<file path="src/rtl/ycbcr_rgb_pkg.sv">
// Shared constants and types for the BT.601 studio-range YCbCr to full-range RGB pipeline.
// Pure definitions; latency and backpressure live in the modules that import this.
package ycbcr_rgb_pkg;

  localparam int LATENCY = 3;

  typedef logic signed [19:0] prod_t;
  typedef logic signed [21:0] sum_t;

  localparam logic signed [8:0] Y_OFS = 9'sd16;
  localparam logic signed [8:0] C_OFS = 9'sd128;

  localparam prod_t K_Y  = 20'sd298;
  localparam prod_t K_RV = 20'sd409;
  localparam prod_t K_GU = 20'sd100;
  localparam prod_t K_GV = 20'sd208;
  localparam prod_t K_BU = 20'sd516;
  localparam sum_t  RND  = 22'sd128;

  typedef struct packed {
    logic [7:0] y;
    logic [7:0] cb;
    logic [7:0] cr;
  } pix_t;

  typedef struct packed {
    logic hs;
    logic vs;
    logic de;
    logic bypass;
  } sync_t;

  // Returns {clipped, value}; the sum has already been rounded and shifted.
  function automatic logic [8:0] clamp8(input sum_t s);
    if (s < 22'sd0) begin
      return 9'h100;
    end else if (s > 22'sd255) begin
      return 9'h1FF;
    end else begin
      return {1'b0, s[7:0]};
    end
  endfunction

endpackage

</file>
<file path="src/rtl/ycbcr2rgb_pipe_if.sv">
// Video bus of the colour converter: sync/enable/pixel in, RGB plus per-frame clip stats out.
// master = video source and sink side, slave = the converter.
interface ycbcr2rgb_pipe_if #(
  parameter int CNT_W = 24
);
  logic             hs_in;
  logic             vs_in;
  logic             de_in;
  logic [7:0]       y_in;
  logic [7:0]       cb_in;
  logic [7:0]       cr_in;
  logic             bypass;
  logic             hs_out;
  logic             vs_out;
  logic             de_out;
  logic [7:0]       r_out;
  logic [7:0]       g_out;
  logic [7:0]       b_out;
  logic [CNT_W-1:0] clip_cnt;
  logic             clip_vld;

  modport master (
    output hs_in, vs_in, de_in, y_in, cb_in, cr_in, bypass,
    input  hs_out, vs_out, de_out, r_out, g_out, b_out, clip_cnt, clip_vld
  );

  modport slave (
    input  hs_in, vs_in, de_in, y_in, cb_in, cr_in, bypass,
    output hs_out, vs_out, de_out, r_out, g_out, b_out, clip_cnt, clip_vld
  );
endinterface

</file>
<file path="src/rtl/sync_delay.sv">
// Fixed-depth register delay line for sync/control bits; latency DEPTH cycles.
// Free-running, no backpressure.
module sync_delay #(
  parameter int WIDTH = 4,
  parameter int DEPTH = 3
) (
  input  logic             clk,
  input  logic             rst_n,
  input  logic [WIDTH-1:0] d,
  output logic [WIDTH-1:0] q
);
  logic [WIDTH-1:0] stage [DEPTH];

  always_ff @(posedge clk or negedge rst_n) begin
    if (!rst_n) begin
      for (int i = 0; i < DEPTH; i++) stage[i] <= '0;
    end else begin
      stage[0] <= d;
      for (int i = 1; i < DEPTH; i++) stage[i] <= stage[i-1];
    end
  end

  assign q = stage[DEPTH-1];
endmodule

</file>
<file path="src/rtl/ycbcr2rgb_pipe.sv">
// BT.601 YCbCr 4:4:4 to full-range RGB with clamp, bypass and per-frame clip counter.
// Latency 3 cycles (multiply / sum+round / clamp), one pixel per cycle, no backpressure.
module ycbcr2rgb_pipe
  import ycbcr_rgb_pkg::*;
#(
  parameter int CNT_W = 24
) (
  input logic             clk,
  input logic             rst_n,
  ycbcr2rgb_pipe_if.slave vid
);
  logic signed [8:0] y_ofs, cb_ofs, cr_ofs;
  pix_t              pix_s1, pix_s2, pix_s3;
  prod_t             p_y, p_rv, p_gu, p_gv, p_bu;
  sum_t              r_s2, g_s2, b_s2;
  logic [8:0]        r_cl, g_cl, b_cl;
  logic [7:0]        r_s3, g_s3, b_s3;
  logic              clip_s3;
  sync_t             sync_d;

  logic [CNT_W-1:0]  run_cnt, clip_cnt_q, frame_total;
  logic              vs_prev, vs_rise, clip_hit;

  assign y_ofs  = $signed({1'b0, vid.y_in})  - Y_OFS;
  assign cb_ofs = $signed({1'b0, vid.cb_in}) - C_OFS;
  assign cr_ofs = $signed({1'b0, vid.cr_in}) - C_OFS;

  // S1: offset removal and coefficient products; raw pixel rides along for bypass.
  always_ff @(posedge clk or negedge rst_n) begin
    if (!rst_n) begin
      pix_s1 <= '0;
      p_y    <= '0;
      p_rv   <= '0;
      p_gu   <= '0;
      p_gv   <= '0;
      p_bu   <= '0;
    end else begin
      pix_s1 <= {vid.y_in, vid.cb_in, vid.cr_in};
      p_y    <= K_Y  * prod_t'(y_ofs);
      p_rv   <= K_RV * prod_t'(cr_ofs);
      p_gu   <= K_GU * prod_t'(cb_ofs);
      p_gv   <= K_GV * prod_t'(cr_ofs);
      p_bu   <= K_BU * prod_t'(cb_ofs);
    end
  end

  // S2: channel sums, rounding, arithmetic shift (floor).
  always_ff @(posedge clk or negedge rst_n) begin
    if (!rst_n) begin
      pix_s2 <= '0;
      r_s2   <= '0;
      g_s2   <= '0;
      b_s2   <= '0;
    end else begin
      pix_s2 <= pix_s1;
      r_s2   <= (sum_t'(p_y) + sum_t'(p_rv) + RND) >>> 8;
      g_s2   <= (sum_t'(p_y) - sum_t'(p_gu) - sum_t'(p_gv) + RND) >>> 8;
      b_s2   <= (sum_t'(p_y) + sum_t'(p_bu) + RND) >>> 8;
    end
  end

  assign r_cl = clamp8(r_s2);
  assign g_cl = clamp8(g_s2);
  assign b_cl = clamp8(b_s2);

  // S3: clamp into the output register.
  always_ff @(posedge clk or negedge rst_n) begin
    if (!rst_n) begin
      pix_s3  <= '0;
      r_s3    <= '0;
      g_s3    <= '0;
      b_s3    <= '0;
      clip_s3 <= 1'b0;
    end else begin
      pix_s3  <= pix_s2;
      r_s3    <= r_cl[7:0];
      g_s3    <= g_cl[7:0];
      b_s3    <= b_cl[7:0];
      clip_s3 <= r_cl[8] | g_cl[8] | b_cl[8];
    end
  end

  sync_delay #(
    .WIDTH($bits(sync_t)),
    .DEPTH(LATENCY)
  ) u_sync_delay (
    .clk  (clk),
    .rst_n(rst_n),
    .d    ({vid.hs_in, vid.vs_in, vid.de_in, vid.bypass}),
    .q    (sync_d)
  );

  assign vid.hs_out = sync_d.hs;
  assign vid.vs_out = sync_d.vs;
  assign vid.de_out = sync_d.de;
  assign vid.r_out  = !sync_d.de ? 8'd0 : (sync_d.bypass ? pix_s3.y  : r_s3);
  assign vid.g_out  = !sync_d.de ? 8'd0 : (sync_d.bypass ? pix_s3.cb : g_s3);
  assign vid.b_out  = !sync_d.de ? 8'd0 : (sync_d.bypass ? pix_s3.cr : b_s3);

  // A clipped pixel landing on the vs_out rise still belongs to the closing frame.
  assign clip_hit = sync_d.de & ~sync_d.bypass & clip_s3;
  assign vs_rise  = sync_d.vs & ~vs_prev;

  always_comb begin
    frame_total = run_cnt;
    if (clip_hit && run_cnt != {CNT_W{1'b1}}) begin
      frame_total = run_cnt + CNT_W'(1);
    end
  end

  always_ff @(posedge clk or negedge rst_n) begin
    if (!rst_n) begin
      vs_prev    <= 1'b0;
      run_cnt    <= '0;
      clip_cnt_q <= '0;
    end else begin
      vs_prev <= sync_d.vs;
      if (vs_rise) begin
        run_cnt    <= '0;
        clip_cnt_q <= frame_total;
      end else begin
        run_cnt <= frame_total;
      end
    end
  end

  assign vid.clip_vld = vs_rise;
  assign vid.clip_cnt = vs_rise ? frame_total : clip_cnt_q;
endmodule
</file>
<file path="src/flat_wrapper.sv">
// flat-port wrapper written by rule: the top's interface ports become plain ports
module ycbcr2rgb_pipe_flat import ycbcr_rgb_pkg::*;
#(
  parameter int CNT_W = 24
)
  (clk, rst_n, vid_hs_in, vid_vs_in, vid_de_in, vid_y_in, vid_cb_in, vid_cr_in, vid_bypass, vid_hs_out, vid_vs_out, vid_de_out, vid_r_out, vid_g_out, vid_b_out, vid_clip_cnt, vid_clip_vld);
  ycbcr2rgb_pipe_if #(.CNT_W(CNT_W)) vid_i ();
  input logic clk;
  input logic rst_n;
  input wire logic [$bits(vid_i.hs_in)-1:0] vid_hs_in;
  input wire logic [$bits(vid_i.vs_in)-1:0] vid_vs_in;
  input wire logic [$bits(vid_i.de_in)-1:0] vid_de_in;
  input wire logic [$bits(vid_i.y_in)-1:0] vid_y_in;
  input wire logic [$bits(vid_i.cb_in)-1:0] vid_cb_in;
  input wire logic [$bits(vid_i.cr_in)-1:0] vid_cr_in;
  input wire logic [$bits(vid_i.bypass)-1:0] vid_bypass;
  output wire logic [$bits(vid_i.hs_out)-1:0] vid_hs_out;
  output wire logic [$bits(vid_i.vs_out)-1:0] vid_vs_out;
  output wire logic [$bits(vid_i.de_out)-1:0] vid_de_out;
  output wire logic [$bits(vid_i.r_out)-1:0] vid_r_out;
  output wire logic [$bits(vid_i.g_out)-1:0] vid_g_out;
  output wire logic [$bits(vid_i.b_out)-1:0] vid_b_out;
  output wire logic [$bits(vid_i.clip_cnt)-1:0] vid_clip_cnt;
  output wire logic [$bits(vid_i.clip_vld)-1:0] vid_clip_vld;
  assign vid_i.hs_in = vid_hs_in;
  assign vid_i.vs_in = vid_vs_in;
  assign vid_i.de_in = vid_de_in;
  assign vid_i.y_in = vid_y_in;
  assign vid_i.cb_in = vid_cb_in;
  assign vid_i.cr_in = vid_cr_in;
  assign vid_i.bypass = vid_bypass;
  assign vid_hs_out = vid_i.hs_out;
  assign vid_vs_out = vid_i.vs_out;
  assign vid_de_out = vid_i.de_out;
  assign vid_r_out = vid_i.r_out;
  assign vid_g_out = vid_i.g_out;
  assign vid_b_out = vid_i.b_out;
  assign vid_clip_cnt = vid_i.clip_cnt;
  assign vid_clip_vld = vid_i.clip_vld;
  ycbcr2rgb_pipe #(.CNT_W(CNT_W)) u_core (.clk(clk), .rst_n(rst_n), .vid(vid_i));
endmodule
</file>
<file path="config.mk">
export PLATFORM = sky130hd
export DESIGN_NAME = ycbcr2rgb_pipe_flat
export DESIGN_NICKNAME = d
export VERILOG_FILES = /design/src/rtl/ycbcr_rgb_pkg.sv /design/src/rtl/ycbcr2rgb_pipe_if.sv /design/src/rtl/sync_delay.sv /design/src/rtl/ycbcr2rgb_pipe.sv /design/src/flat_wrapper.sv
export SDC_FILE = /design/constraint.sdc
export NUM_CORES = 1
export LEC_CHECK = 0
export CAP_MARGIN = 20
export CORE_UTILIZATION = 30
export CTS_CLUSTER_SIZE = 12
export DETAILED_ROUTE_END_ITERATION = 6
export HOLD_SLACK_MARGIN = 0.08
export PLACE_DENSITY = 0.51
export SETUP_SLACK_MARGIN = 0.5
export SYNTH_ARGS = -nofsm -noshare
export SYNTH_HDL_FRONTEND = slang
export SYNTH_HIERARCHICAL = 1
export SYNTH_SLANG_ARGS = --single-unit
</file>
<file path="constraint.sdc">
create_clock -name clk -period 8 [get_ports clk]
set_clock_uncertainty 0.1 [all_clocks]
set_input_delay 2.4 -clock clk [delete_from_list [all_inputs] [get_ports clk]]
set_output_delay 2.4 -clock clk [all_outputs]
set_load 0.01 [all_outputs]
</file>
==> results of run 1 <==
## cells in the mapped netlist, drive strengths merged (5+ instances only)
library cell | count | area [sq um]
a211o | 5 | 43.8
inv | 178 | 668
nor2 | 121 | 454
nor3 | 20 | 100
buf | 6 | 46.3
a2111oi | 7 | 80.1
xor2 | 42 | 368
clkbuf | 17 | 63.8
nand2 | 56 | 210
nor2b | 37 | 231
xnor2 | 54 | 473
and4 | 5 | 43.8
a21oi | 44 | 220
nand4 | 8 | 50.1
dfrtp | 266 | 6660
a211oi | 12 | 90.1
ha | 276 | 3450
a31oi | 5 | 52.6
or3 | 7 | 43.8
nand2b | 7 | 43.8
a21o | 23 | 173
o21ai | 47 | 235
fa | 54 | 1080
o21a | 13 | 97.6
or2 | 5 | 31.3
o21bai | 6 | 45.0
mux2i | 26 | 260
and3 | 15 | 93.8
nand3 | 21 | 105
## kinds of logic (layout without fill, tap and decap cells)
| kind of cell | count (synthesis) | in the layout | share of synthesized area |
|---|---|---|---|
| adder cells (fa/ha/maj) | 330 | 330 | 0.285 |
| AND/OR/NAND/NOR | 316 | 316 | 0.0963 |
| flip-flops | 266 | 266 | 0.418 |
| buffers and inverters | 202 | 315 | 0.0492 |
| AO/OA/AOI/OAI | 192 | 192 | 0.0819 |
| XOR/XNOR | 96 | 96 | 0.0529 |
| multiplexers | 26 | 26 | 0.0164 |
## how the worst max path moves through the flow
stage	startpoint	endpoint	slack [ps]	cells past startpoint
after floorplan	vid_y_in[4]	u_core/p_y[18]	1280	16
after global placement	vid_y_in[4]	u_core/p_y[18]	590	16
after detailed placement	vid_y_in[4]	u_core/p_y[18]	510	16
after CTS	vid_y_in[4]	u_core/p_y[18]	1090	16
after global routing	vid_y_in[4]	u_core/p_y[17]	790	15
final	vid_y_in[4]	u_core/p_y[17]	1090	15
## final cells by class
cell class,count,share of cell area
multi-input combinational,960,0.459
clock buffer,41,0.0463
tap,688,0.0467
timing repair buffer,85,0.0466
clock inverter,10,0.00360
inverter,179,0.0364
sequential,266,0.361
## critical path: stages
cell and delay, ps:
clkdlybuf4s50_1 440, inv_1 150, ha_1 190, or3b_2 560, inv_1 190, ha_1 280
ha_1 300, fa_1 500, fa_1 500, ha_1 300, ha_1 340, a21oi_1 230
a2bb2oi_1 340, a21oi_1 150, o311ai_0 370
## registers in the layout (all words and copies together), names as in the netlist
register and cells:
u_core/b_s3 8, u_core/u_sync_delay/q 4, u_core/p_y 16, u_core/clip_cnt_q 24, u_core/clip_s3 1, u_core/pix_s1 21, u_core/b_s2 14, u_core/pix_s3 24
u_core/r_s3 8, u_core/p_gv 12, u_core/u_sync_delay/stage 8, u_core/vs_prev 1, u_core/p_bu 11, u_core/pix_s2 24, u_core/g_s2 14, u_core/run_cnt 24
u_core/p_gu 12, u_core/r_s2 13, u_core/g_s3 8, u_core/p_rv 19
## layer usage
metal / track usage / vias to the layer above / routed length (um) / share of wire
met4: 0.0335 / 0 / 691 / 0.020
met3: 0.0163 / 38 / 1230 / 0.036
met5: 0 / - / 0 / 0
met2: 0.219 / 157 / 16000 / 0.46
met1: 0.184 / 4846 / 16700 / 0.48
li1: - / 5005 / - / -
## power by group through the flow
stage          registers (mW)  logic [mW]  clock network [mW]
5_1_grt                  1.90        3.89                1.39
2_1_floorplan            1.79        2.61                   0
4_1_cts                  1.88        3.43                1.34
6_report                 1.87        3.41                1.28
3_3_place_gp             1.90        3.37                   0
3_5_place_dp             1.90        3.39                   0
## through the flow
step                hold WS [ps]  instances
floorplan                    231       1428
global placement             232       2178
detailed placement           235       2178
CTS                          238       2229
global route                 246       2229
finish                       241       2229
==> impl_metrics.ini, run 1 <==
[clocking]
clk_path_buf_depth = 3
cts_sinks = 266
root_buffer = clkbuf_16
numCtsBuffers = 30
h-tree-depth = 1
postCtsSetupRepairBufs = 0
clk_pin_slew_ps = 60
cts-resized-gates = 0
insertion_delay_ps = 570
cts_tree = built
ctsHoldBuffers = 0

[global_routing]
grt_first_pass_wirelength_um = 56300
grt_usage = 0.133
grt-ovfl-total = 0
grt_pass1_vias = 10300
grt_start_max_net_pins = 153
antenna_found_initial = 0

[routing]
wl_per_cell_um = 15.5
vias_per_cell = 4.51
ant_nets = 0
via_count = 10000
drt-total-wl_um = 34600
firstDrtPassIters = 4
drc = 0
dr.first_iter.drc_count = 446

[layout]
seqCellArea_sq_mm = 0.00666
final_common_cell = ha_1
fillers = 5153
multiInputGateArea_sq_mm = 0.00847
antenna-diode-count = 0
fin_util = 0.352
drive_gt1_frac = 0.0441
syn2layout_area_growth_pct = 15.9
fin_nets = 1882
final_cell_mix = ha_1, dfrtp_1, inv_1
final_cell_area_sq_mm = 0.0184

[setup_path]
timing.rr.end = u_core/g_s2[5]
crit_arrival_ps = 7230
path_max_fanout = 9
r2r_cells = 9
start_kind = input port
rr_startpoint = u_core/p_y[6]
cp.required_ps = 8320
reg2reg_slack_ps = 4360
criticalPathCategory = in -> reg
cp-end-kind = flop

[worst_hold_path]
min_from = u_core/pix_s1[22]
min_path_cells = 0
hp-class = reg -> reg
hold_path_end = u_core/pix_s2[22]

[placed_design]
dpl_worst_slack_ps = 506
placed_cell_area_sq_mm = 0.0175
gp_congestion = 0.860
dp_hpwl_um = 27500
io_buffers = 81

[die]
start_util = 0.303
num_io_pins = 82
fp.coreArea_sq_mm = 0.0524
die_x_um = 232
design.die.area_sq_mm = 0.0540
fp.dieH_um = 232
rows = 84

[power_and_ir_drop]
p_seq_frac = 0.284
p_total_mw = 6.56
p_switching_mw = 2.63
combPwrFrac = 0.520
switching_share = 0.401
ir_worst_vdd_v = 0.000234
intPower_mw = 3.93
power_density_mw_per_mm2 = 356
power_frac_clock = 0.196
power.leakage_nw = 9.13

[logic_synthesis]
synth_seq_cells = 266
netlist-cell-type-count = 65
yosysSeqAreaShare = 0.418
syn-num-nets = 1788
mappedNetlistArea_sq_mm = 0.0159
synth-main-ff-cell = dfrtp_1
avgSynthCellArea_sq_um = 11.1
yosysWarnings = 6
synth-edff-count = 0
async_reset_ff_frac = 1.00
synth_cells = 1428

[timing]
rsz0062_at_grt = false
period_needed_ps = 6910
slew_viol_final = 0
hold_viol = 0
tightest_slew_ps = 891
slew_headroom = 0.406
layout_worst_path_cycle_share = 0.864
setup_viol = 0
totalNegativeSetupSlack_ps = 0
setup_ws_ps = 1090
fmax_mhz = 145

[run]
max_cap_viol_count = 0

[status]
status = complete, no violations
Note: power is estimated with default switching activity, not from simulation.
==> inputs of run 2 (changes only) <==
--- a/config.mk
+++ b/config.mk
@@ -6,11 +6,12 @@
 export NUM_CORES = 1
 export LEC_CHECK = 0
 export CAP_MARGIN = 20
-export CORE_UTILIZATION = 30
+export CORE_UTILIZATION = 51
 export CTS_CLUSTER_SIZE = 12
 export DETAILED_ROUTE_END_ITERATION = 6
+export DONT_BUFFER_PORTS = 1
 export HOLD_SLACK_MARGIN = 0.08
-export PLACE_DENSITY = 0.51
+export PLACE_DENSITY = 0.71
 export SETUP_SLACK_MARGIN = 0.5
 export SYNTH_ARGS = -nofsm -noshare
 export SYNTH_HDL_FRONTEND = slang
==> run 2 against run 1 <==
Effect of this change:
- combinational power is 3% lower
- worst setup slack better by 430 ps
- sequential share of layout area is 2.6 points higher
- core utilization is 21 points higher
- global-route usage is 6.5 points higher
- critical endpoint is now u_core/p_y[18]
- die area is 41% lower
- first-iteration DRC count is 9.9% higher
- power is 2.8% lower
- highest routed layer unchanged
- sequential cell count stayed put
==> impl_metrics.ini, run 2 (same netlist as run 1, synthesis figures left out) <==
[global_routing]
grt_start_max_net_pins = 267
grt_pass1_vias = 10000
grt_first_pass_wirelength_um = 49600
grt-ovfl-total = 0
grt_usage = 0.198
antenna_found_initial = 0

[routing]
firstDrtPassIters = 5
via_count = 9830
ant_nets = 0
drt-total-wl_um = 30500
dr.first_iter.drc_count = 490
wl_per_cell_um = 16.5
vias_per_cell = 5.32
drc = 0

[power_and_ir_drop]
intPower_mw = 3.87
p_switching_mw = 2.51
power_density_mw_per_mm2 = 371
p_total_mw = 6.38
ir_worst_vdd_v = 0.000248
combPwrFrac = 0.520
switching_share = 0.393
p_seq_frac = 0.291
power_frac_clock = 0.189
power.leakage_nw = 8.78

[layout]
antenna-diode-count = 0
final_cell_mix = ha_1, dfrtp_1, inv_1
fin_nets = 1797
final_common_cell = ha_1
drive_gt1_frac = 0.0406
syn2layout_area_growth_pct = 7.97
layout.cells.non_filler = 1849
fillers = 2635

[setup_path]
cp_slowest_cell = or3b_2
crit_arrival_ps = 6760
start_kind = input port
crit_chain = inv_1, ha_1, or3b_2, inv_1, ha_1, ha_1, fa_1, fa_1, ha_1, ha_1, nand2_1, o211ai_1, a31o_2, a21o_1, a2111oi_0
cp-end-kind = flop
startpoint = vid_y_in[4]
reg2reg_slack_ps = 4380
criticalPathCategory = in -> reg
rr_startpoint = u_core/p_y[6]
cp.required_ps = 8290
r2r_cells = 9
critPathMaxStageDelay_ps = 560
crit_family = adder cells
path_max_fanout = 9
timing.rr.end = u_core/g_s2[5]
worst_path_most_repeated_cell = ha_1
crit_buf_inv = 2

[timing]
setup_ws_ps = 1530
slew_headroom = 0.355
rsz0062_at_grt = false
layout_worst_path_cycle_share = 0.809
fmax_mhz = 154
hold_viol = 0
totalNegativeSetupSlack_ps = 0
setup_viol = 0
slew_viol_final = 0
period_needed_ps = 6470
tightest_slew_ps = 967

[placed_design]
dpl_worst_slack_ps = 1010
io_buffers = 0
dp_hpwl_um = 23900
dp_cells = 1803
gp_congestion = 0.877

[die]
fp.coreArea_sq_mm = 0.0307
num_io_pins = 82
start_util = 0.519
die_x_um = 179
design.die.area_sq_mm = 0.0319
rows = 64
fp.dieH_um = 179

[clocking]
cts-resized-gates = 0
h-tree-depth = 1
root_buffer = clkbuf_16
ctsHoldBuffers = 0
cts_sinks = 266
cts_tree = built
insertion_delay_ps = 520
postCtsSetupRepairBufs = 0
clk_pin_slew_ps = 50
clk_path_buf_depth = 3
numCtsBuffers = 28

[worst_hold_path]
hp-class = reg -> reg
min_from = u_core/pix_s1[15]
min_path_cells = 0
hold_path_end = u_core/pix_s2[15]

[run]
max_cap_viol_count = 0

[status]
status = complete, no violations
-- run 2: cell types whose count changed in the layout (fill, tap and decap cells not counted), moves of 2 or more --
| cell | delta |
|---|---|
| clkdlybuf4s50_1 | -80 |
| clkinv_2 | -4 |
| clkbuf_8 | +3 |
| clkbuf_16 | -2 |
| clkinv_4 | -2 |
-- run 2: per-layer routing --
| metal | routed length [um] | GRT usage |
|---|---|---|
| met1 | 13800 | 0.263 |
| met2 | 14300 | 0.333 |
| met3 | 1800 | 0.0358 |
| met4 | 590 | 0.0487 |
| met5 | 0 | 0 |
-- run 2: worst max-delay path by stage --
stage	cells past startpoint	slack [ps]	to
final	15	1530	u_core/p_y[18]
after global routing	15	1290	u_core/p_y[18]
after CTS	15	1540	u_core/p_y[18]
after detailed placement	15	1010	u_core/p_y[18]
after global placement	15	1110	u_core/p_y[18]
after floorplan	16	1280	u_core/p_y[18]
-- run 2: stage by stage --
step	cell area [sq um]	hold WS, ps	utilization
global placement	16300	233	0.532
detailed placement	16300	236	0.532
CTS	17200	247	0.560
global route	17200	253	0.560
floorplan	15900	231	-
finish	17200	245	0.560
-- run 2: area by class of cell --
type / instances / area, sq um / area share
clock buffers: 43 / 848 / 0.0494
clock inverters: 3 / 20.0 / 0.00117
inverters: 179 / 672 / 0.0391
multi-input cells: 960 / 8470 / 0.493
flip-flops and latches: 266 / 6660 / 0.388
well taps: 396 / 495 / 0.0288
repair buffers: 2 / 15.0 / 0.000874
-- run 2: power by group through the flow --
stage                     sequential (mW)  combinational, mW  clock (mW)
after floorplan                      1.79               2.61           0
after detailed placement             1.88               3.25           0
final                                1.85               3.32        1.21
after CTS                            1.86               3.30        1.24
after global placement               1.87               3.20           0
after global routing                 1.88               3.74        1.30
-- run 2: worst register-to-register path: stages (launching register included) --
cell       delay, ps
dfrtp_1          450
fa_1             500
ha_1             320
ha_1             330
a2111oi_0        590
o31a_1           300
o21bai_1         170
o21ai_0          160
a2111oi_0        450
nor3_1           120
==> inputs of run 3 (changes only) <==
--- a/config.mk
+++ b/config.mk
@@ -11,7 +11,7 @@
 export DETAILED_ROUTE_END_ITERATION = 6
 export DONT_BUFFER_PORTS = 1
 export HOLD_SLACK_MARGIN = 0.08
-export PLACE_DENSITY = 0.71
+export PLACE_DENSITY = 0.74
 export SETUP_SLACK_MARGIN = 0.5
 export SYNTH_ARGS = -nofsm -noshare
 export SYNTH_HDL_FRONTEND = slang
==> constraint.sdc (replaced) <==
create_clock -name clk -period 5.4 [get_ports clk]
set_clock_uncertainty 0.1 [all_clocks]
set_input_delay 1.62 -clock clk [delete_from_list [all_inputs] [get_ports clk]]
set_output_delay 1.62 -clock clk [all_outputs]
set_load 0.01 [all_outputs]
==> run 3 against run 2 <==
Effect of this change:
- core utilization grew 2.0 points
- routed wire length grew 4.8%
- power grew 54%
- sequential share of layout area shrank 1.3 points
- sequential cell count is the same
- register-to-register slack lost 2700 ps
- largest cell class unchanged
- largest power group unchanged
- highest routed layer is now met5
==> impl_metrics.ini, run 3 (same netlist as run 1, synthesis figures left out) <==
[timing]
fmax_mhz = 206
slew_viol_final = 0
slew_headroom = 0.529
period_needed_ps = 4860
setup_viol = 0
tightest_slew_ps = 688
hold_slack_ps = 242
layout_worst_path_cycle_share = 0.899
setup_ws_ps = 545
hold_viol = 0
rsz0062_at_grt = true

[setup_path]
worst_path_most_repeated_cell = ha_1
crit_family = adder cells
r2r_cells = 9
path_max_fanout = 3
startpoint = vid_y_in[5]
cp.required_ps = 5720
critPathMaxStageDelay_ps = 530
worst-path-stages = 17
crit_buf_inv = 4
rr_startpoint = u_core/p_y[6]
crit_arrival_ps = 5180
cp_slowest_cell = fa_2
crit_chain = inv_4, ha_4, inv_4, ha_4, ha_1, inv_1, fa_1, inv_1, fa_2, ha_1, ha_1, a21o_1, a21oi_2, o211ai_1, a31o_2, a21o_1, a2111oi_2
start_kind = input port
criticalPathCategory = in -> reg
cp-end-kind = flop

[die]
start_util = 0.519
die_x_um = 179
rows = 64
num_io_pins = 82
fp.coreArea_sq_mm = 0.0307
fp.dieH_um = 179
design.die.area_sq_mm = 0.0319

[global_routing]
grt-ovfl-total = 0
grt_pass1_vias = 10400
antenna_found_initial = 2
grt_first_pass_wirelength_um = 51600
grt_usage = 0.208
grt_start_max_net_pins = 267

[worst_hold_path]
hp-class = reg -> reg
min_from = u_core/pix_s2[20]
min_path_cells = 0

[power_and_ir_drop]
p_switching_mw = 3.86
power.leakage_nw = 8.92
power_frac_clock = 0.189
power_density_mw_per_mm2 = 552
p_seq_frac = 0.280
intPower_mw = 5.97
combPwrFrac = 0.531
switching_share = 0.393
p_total_mw = 9.83
ir_worst_vdd_v = 0.000416

[routing]
firstDrtPassIters = 5
drc = 0
ant_nets = 0
dr.first_iter.drc_count = 512
vias_per_cell = 5.30
wl_per_cell_um = 17.0
via_count = 9953
drt-total-wl_um = 31900

[placed_design]
gp_congestion = 0.843
dpl_worst_slack_ps = -104
io_buffers = 0
dp_hpwl_um = 25000
placed_cell_area_sq_mm = 0.0168

[clocking]
cts_tree = built
ctsHoldBuffers = 0
clk_path_buf_depth = 3
root_buffer = clkbuf_16
h-tree-depth = 1
insertion_delay_ps = 530
clk_pin_slew_ps = 60
numCtsBuffers = 29
cts_sinks = 266

[layout]
final_cell_area_sq_mm = 0.0178
antenna-diode-count = 0
final_common_cell = dfrtp_1
fillers = 2501
syn2layout_area_growth_pct = 11.8
fin_nets = 1824
drive_gt1_frac = 0.0904
final_cell_mix = dfrtp_1, ha_1, inv_1

[status]
status = complete, no violations

[run]
max_cap_viol_count = 0
[run 3: changes by cell type in the layout (fill, tap and decap cells not counted), sizes merged]
| cell | delta |
|---|---|
| buf | +26 |
| bufinv | +2 |
| clkbuf | -2 |
| clkinv | +3 |
[run 3: routing by layer]
metal | vias to the layer above | track usage | routed length (um) | part of all wire
met3 | 58 | 0.0401 | 2100 | 0.066
met2 | 242 | 0.354 | 15000 | 0.47
met1 | 4775 | 0.266 | 13900 | 0.44
li1 | 4876 | - | - | -
met5 | - | 0 | 13 | 0.00041
met4 | 2 | 0.0657 | 930 | 0.029
[run 3: layout make-up]
cell class	count	area, sq um	area share
multi-input cells	960	8820	0.496
flip-flops and latches	266	6660	0.374
clock buffers	41	801	0.0450
inverters	179	702	0.0395
well taps	396	495	0.0278
repair buffers	28	210	0.0118
clock inverters	8	104	0.00584
[run 3: path summary, 6_finish.rpt]
| check | to | slack, ps |
|---|---|---|
| worst max register to register | u_core/g_s2[5] | 1680 |
| max in group asynchronous | u_core/b_s2[10] | 4260 |
| worst min-delay path | u_core/pix_s3[20] | 240 |
| worst max-delay path | u_core/p_y[18] | 540 |
| worst min register to register | u_core/pix_s3[20] | 240 |
| min in group asynchronous | u_core/u_sync_delay/q[2] | 680 |
[run 3: what timing repair did]
| action | 4_1_cts | 5_1_grt |
|---|---|---|
| setup endpoints to repair | 1 | 4 |
| buffers inserted | 0 | 3 |
| pin swaps | 1 | 8 |
| resized for setup | 0 | 13 |
| gates cloned | 0 | 0 |
| endpoints found under the hold margin | 0 | 0 |
[run 3: metrics by stage]
step	util	cells	TNS (ps)
after floorplan	-	1428	0
after global placement	0.547	1826	0
after detailed placement	0.547	1826	-184
after CTS	0.577	1875	0
after global routing	0.580	1878	0
final	0.580	1878	0
[run 3: worst reg2reg max path, cell delays in order (launching register included)]
cell	delay (ps)
dfrtp_1	450
fa_1	500
ha_1	330
ha_1	340
a2111oi_0	660
o31a_1	310
o21bai_1	180
o21ai_0	170
a2111oi_0	450
nor3_1	110
[run 3: power groups by stage]
stage	logic [mW]	clock network, mW	registers, mW
floorplan	4.00	0	2.65
global placement	4.95	0	2.78
detailed placement	5.06	0	2.79
CTS	5.15	1.91	2.76
global route	5.90	1.99	2.79
finish	5.22	1.86	2.75
